--- src/rtl/vram_arb_pkg.sv ---
// Shared definitions for the video RAM arbiter: FSM states and default
// address width / write-protect boundary.
package vram_arb_pkg;

   localparam int unsigned C_ADDR_W   = 16;
   // Base of the tile/index region; CPU writes below it are refused.
   localparam logic [15:0] C_WP_LIMIT = 16'h4000;

   typedef enum logic [2:0] {
      S_IDLE,
      S_VID_ISSUE,
      S_VID_WAIT,
      S_CPU_ISSUE,
      S_CPU_WAIT
   } state_t;

endpackage

--- src/rtl/vram_arbiter.sv ---
// Arbiter for the single synchronous video/tile RAM. The scanline fetcher has
// fixed priority with a worst-case 3-cycle latency; CPU accesses fill the
// remaining slots through a req/ack handshake.
//
// state       | meaning
// ------------+---------------------------------------------------------------
// S_IDLE      | no access in flight; video or CPU may be granted
// S_VID_ISSUE | RAM samples the video address
// S_VID_WAIT  | video read data on I_mem_rdata; next video may be granted
// S_CPU_ISSUE | RAM samples the CPU address (and write, if enabled)
// S_CPU_WAIT  | CPU read data on I_mem_rdata; only video may be granted next
module vram_arbiter
   import vram_arb_pkg::*;
#(
   parameter int unsigned           P_addr_w   = C_ADDR_W,
   parameter logic [P_addr_w-1:0]   P_wp_limit = P_addr_w'(C_WP_LIMIT)
) (
   input  logic                I_clock,
   input  logic                I_reset,
   input  logic                I_vid_req,
   input  logic [P_addr_w-1:0] I_vid_addr,
   output logic                O_vid_valid,
   output logic [7:0]          O_vid_data,
   output logic                O_vid_overrun,
   input  logic                I_cpu_req,
   input  logic                I_cpu_we,
   input  logic [P_addr_w-1:0] I_cpu_addr,
   input  logic [7:0]          I_cpu_wdata,
   output logic                O_cpu_ack,
   output logic [7:0]          O_cpu_rdata,
   output logic                O_cpu_wp_err,
   output logic [P_addr_w-1:0] O_mem_addr,
   output logic                O_mem_we,
   output logic [7:0]          O_mem_wdata,
   input  logic [7:0]          I_mem_rdata
);

   state_t              r_state;
   logic                r_vid_pend;
   logic [P_addr_w-1:0] r_vid_pend_addr;
   logic                r_cpu_we;
   logic                r_cpu_blk;

   logic                w_vid_src;
   logic [P_addr_w-1:0] w_vid_addr;
   logic                w_cpu_blk;
   logic                w_arb;

   // A fresh request supersedes whatever is pending.
   assign w_vid_src  = I_vid_req | r_vid_pend;
   assign w_vid_addr = I_vid_req ? I_vid_addr : r_vid_pend_addr;
   assign w_cpu_blk  = (I_cpu_addr < P_wp_limit);
   assign w_arb      = (r_state == S_IDLE) || (r_state == S_VID_WAIT) ||
                       (r_state == S_CPU_WAIT);

   // Arbitration FSM with registered RAM pins and requester outputs.
   always_ff @(posedge I_clock or negedge I_reset) begin
      if (!I_reset) begin
         r_state         <= S_IDLE;
         r_vid_pend      <= 1'b0;
         r_vid_pend_addr <= '0;
         r_cpu_we        <= 1'b0;
         r_cpu_blk       <= 1'b0;
         O_vid_valid     <= 1'b0;
         O_vid_data      <= 8'h00;
         O_vid_overrun   <= 1'b0;
         O_cpu_ack       <= 1'b0;
         O_cpu_rdata     <= 8'h00;
         O_cpu_wp_err    <= 1'b0;
         O_mem_addr      <= '0;
         O_mem_we        <= 1'b0;
         O_mem_wdata     <= 8'h00;
      end else begin
         O_vid_valid  <= 1'b0;
         O_cpu_ack    <= 1'b0;
         O_cpu_wp_err <= 1'b0;
         O_mem_we     <= 1'b0;

         if (I_vid_req && r_vid_pend) begin
            O_vid_overrun <= 1'b1;
         end

         case (r_state)
            S_VID_ISSUE, S_CPU_ISSUE: begin
               r_state <= (r_state == S_VID_ISSUE) ? S_VID_WAIT : S_CPU_WAIT;
               if (I_vid_req) begin
                  r_vid_pend      <= 1'b1;
                  r_vid_pend_addr <= I_vid_addr;
               end
            end
            S_VID_WAIT: begin
               O_vid_valid <= 1'b1;
               O_vid_data  <= I_mem_rdata;
            end
            S_CPU_WAIT: begin
               O_cpu_ack    <= 1'b1;
               O_cpu_wp_err <= r_cpu_blk;
               if (!r_cpu_we) begin
                  O_cpu_rdata <= I_mem_rdata;
               end
            end
            default: ;
         endcase

         if (w_arb) begin
            if (w_vid_src) begin
               O_mem_addr <= w_vid_addr;
               r_vid_pend <= 1'b0;
               r_state    <= S_VID_ISSUE;
            end else if (I_cpu_req && (r_state == S_IDLE) && !O_cpu_ack) begin
               // O_cpu_ack high here means the requester may not have seen
               // the previous ack yet, so the level is not a new request.
               O_mem_addr  <= I_cpu_addr;
               O_mem_wdata <= I_cpu_wdata;
               O_mem_we    <= I_cpu_we & ~w_cpu_blk;
               r_cpu_we    <= I_cpu_we;
               r_cpu_blk   <= I_cpu_we & w_cpu_blk;
               r_state     <= S_CPU_ISSUE;
            end else begin
               r_state <= S_IDLE;
            end
         end
      end
   end

endmodule

--- config.mk ---
export PLATFORM = sky130hd
export DESIGN_NAME = vram_arbiter
export DESIGN_NICKNAME = d
export VERILOG_FILES = /design/src/rtl/vram_arb_pkg.sv /design/src/rtl/vram_arbiter.sv
export SDC_FILE = /design/constraint.sdc
export NUM_CORES = 1
export LEC_CHECK = 0
export CORE_MARGIN = 5
export CORE_UTILIZATION = 41
export DETAILED_ROUTE_END_ITERATION = 10
export PLACE_DENSITY_LB_ADDON = 0.12
export SLEW_MARGIN = 20
export SYNTH_ARGS = -nofsm -noshare
export SYNTH_HDL_FRONTEND = slang
export SYNTH_SLANG_ARGS = --single-unit
export TNS_END_PERCENT = 30
--- constraint.sdc ---
create_clock -name I_clock -period 1.5 [get_ports I_clock]
set_input_delay 0.225 -clock I_clock [delete_from_list [all_inputs] [get_ports I_clock]]
set_output_delay 0.225 -clock I_clock [all_outputs]
set_load 0.02 [all_outputs]
==> qor.csv <==
stage,metric,value,unit
power,P_leak,1.79,nW
cells_and_area,layout cells sized above 1,29.4,%
cts,Num CTS Buffers,9,
die,row count,30,
drt,met2 wire length,3.15,mm
setup_path,crit-path max FO,17,
setup_path,Worst path slowest cell,or4b_4,
setup_path,CP endpoint kind,register,
setup_path,"Worst Path Class, Setup",reg2reg,
cells_and_area,Final nets,378,
sta,RSZ-0062 raised after global routing,yes,
drt,Vias/cell,4.87,
cts,H-tree levels,3,
sta,Rel. slew slack,70.6,%
power,Psw,0.00291,W
setup_path,Worst path max stage delay,560,ps
grt,first-pass GRT wire length,10.6,mm
power,Peak VDD IR,730,uV
drt,DR WL/cell,15.1,microns
grt,initial antenna violation count,0,
die,Horiz. Die Dim,94.0,microns
drt,Detail Route met3 WL,349,microns
grt,largest net degree at the start of global routing,34,
sta,Final Hold Vio Count,0,
power,Gate power share,45.5,%
logic_synthesis,Mapped Area,0.00289,sq mm
sta,worst-margin pin slew,441,ps
logic_synthesis,"FF+latch count, synth",67,
logic_synthesis,Synth Warn #,0,
logic_synthesis,post-synth cell types,25,
drt,drt pass-1 iters,3,
setup_path,CP bufs+invs,1,
grt,aggregate global-route resource usage,15.3,%
grt,vias in the first global route,2155,
logic_synthesis,dominant cell type by area after synthesis,dfrtp_1,
logic_synthesis,synthesized area per cell,13.6,sq um
drt,via count,2074,
cts,clock buffer depth,2,
placement,DP HPWL,4.68,mm
sta,hold slack,370,ps
die,Initial Util,42.4,%
die,Core ar.,0.00683,sq mm
drt,routed metal-1 wirelength,2.91,mm
setup_path,CP Launch Type,register,
sta,"Worst Setup Slack, final",-41.5,ps
sta,fin crit period,1540,ps
sta,f_max,649,MHz
logic_synthesis,Mapped Cells,213,
run_status,status,finished with violations,
cells_and_area,diodes inserted,0,
sta,Final setup violation count,16,
power,sw frac,35.4,%
drt,DRC,0,
setup_path,crit path DAT,1800,ps
placement,Port Buffers,97,
power,PwrDens,1940,mW/mm^2
power,internal power,0.00530,W
power,Sequential Power Share,38.3,%
drt,"antenna viol nets, final",0,
die,io pins,98,
logic_synthesis,post-synth top area share,57.9,%
setup_path,FF-to-FF setup slack,-40,ps
placement,setup slack at placement,-259,ps
cts,post-CTS setup repair buffer count,0,
die,Die ar.,0.00884,sq mm
die,die height,94.0,microns
drt,WL final,6.43,mm
sta,worst clock skew,7.37,ps
cts,clk_lat worst skew,320,ps
sta,Max Slew Vio Count,0,
drt,top routing layer used,met4,
min_path,Hold/Removal Path Class,in2async,
cts,Worst-path clk slew,70,ps
setup_path,Worst EP required,1750,ps
logic_synthesis,Synth area leaders,"dfrtp_1 (58%), mux2_2 (16%), o221a_2 (5.8%)",
cells_and_area,P&R area growth vs syn,46.2,%
grt,GRT Residual Overflow,0,
placement,GP Congestion,0.717,
run_status,failing checks,negative setup slack,
setup_path,"delay-heaviest family, CP",simple AND/OR/NAND/NOR gates,
power,share of total power in the clock network,16.2,%
logic_synthesis,Syn Nets,266,
setup_path,CP Cell Sequence,or4b_4 -> a21oi_4 -> buf_12 -> o221a_2,
setup_path,R2R Path Start,r_state[2],
drt,DR iter-0 viols,50,
sta,Total Negative Setup Slacks,-294,ps
cts,CTS tree,built,
setup_path,Worst Setup SP,r_state[2],
logic_synthesis,"Seq/Total Area, Yosys",57.9,%
run,max-cap violations,0,
cts,clock sinks,67,
cts,root buffer cell,clkbuf_8,
sta,Final Cycle Share,103,%
state kept, by name, indices dropped and copies added (netlist names):
signal,cells
O_vid_valid,1
O_mem_addr,16
O_cpu_rdata,8
r_state,3
r_vid_pend,1
r_cpu_blk,1
O_cpu_wp_err,1
O_vid_overrun,1
O_vid_data,8
O_cpu_ack,1
r_cpu_we,1
r_vid_pend_addr,16
O_mem_wdata,8
O_mem_we,1
path summary, 6_finish.rpt:
check                                      end  cells past startpoint
worst min-delay path            O_cpu_rdata[6]                      2
worst min register to register   O_vid_overrun                      1
min in group I_clock             O_vid_overrun                      1
worst max register to register  O_mem_addr[13]                      4
worst max-delay path            O_mem_addr[13]                      4
max in group asynchronous        O_mem_addr[8]                      3
synthesized netlist by cell type:
cell type,instances
buf_1,1
nand3b_1,1
nor2_1,4
nor4b_4,1
buf_2,5
a21oi_4,1
and3_1,1
nand3_2,1
nor2b_1,16
a21oi_1,4
o21ai_0,17
o2bb2ai_1,1
or4b_4,1
a21o_2,1
mux2_2,42
o221a_2,15
inv_1,1
and2_1,1
o221a_1,1
nor3b_1,20
dfrtp_1,67
clkbuf_1,7
buf_6,2
a21o_1,1
nand2_1,1
timing repair:
item / in CTS / in global routing
pin swaps: 1 / 1
endpoints found under the setup margin: 60 / 42
hold endpoints to repair: 14 / 0
resized for setup: 44 / 2
hold buffers: 1 / 0
cell families after synthesis:
kind of cell	count (synthesis)	share of synthesized area [%]
flip-flops	67	57.9
AND/OR/NAND/NOR	47	11.6
multiplexers	42	16.3
AO/OA/AOI/OAI	41	11.3
buffers and inverters	16	2.81
layout by cell type (no fill, tap or decap), drive strengths merged, types with 2 or more instances in the layout:
cell,synthesis,layout
nor3b,20,20
clkinv,0,2
a21o,2,2
nor2,4,4
clkinvlp,0,2
mux2,42,42
o221a,16,16
dlygate4sd2,0,43
buf,8,19
dfrtp,67,67
a21oi,5,5
o21ai,17,17
clkdlybuf4s50,0,52
nor2b,16,16
clkbuf,7,12
metal layers:
| layer | GRT usage, % | vias up |
|---|---|---|
| met4 | 5.05 | 0 |
| met2 | 24.4 | 54 |
| li1 | - | 1004 |
| met3 | 4.09 | 2 |
| met5 | 0 | - |
| met1 | 20.1 | 1014 |
layout make-up:
type                    instances  area [sq um]
multi-input cells             130          1140
flip-flops and latches         67          1680
fillers                       594          2600
clock inverters                 4          25.0
clock buffers                  12           155
inverters                       1          3.75
well taps                      96           120
repair buffers                116          1110
stage by stage:
stage / cell area [sq um] / instances / power, W / util (%)
finish: 4230 / 426 / 0.00820 / 61.9
global route: 4230 / 426 / 0.00872 / 61.9
CTS: 4230 / 426 / 0.00830 / 61.9
detailed placement: 4090 / 409 / 0.00736 / 59.8
global placement: 4090 / 409 / 0.00728 / 59.8
floorplan: 2890 / 213 / 0.00547 / -
power by group through the flow:
stage / clock network, W / registers, W / logic, W
6_report: 0.00132 / 0.00314 / 0.00373
3_3_place_gp: 0 / 0.00318 / 0.00410
3_5_place_dp: 0 / 0.00319 / 0.00417
5_1_grt: 0.00144 / 0.00326 / 0.00402
2_1_floorplan: 0 / 0.00379 / 0.00168
4_1_cts: 0.00137 / 0.00314 / 0.00379
No activity file was read; power rests on OpenSTA's default activity.
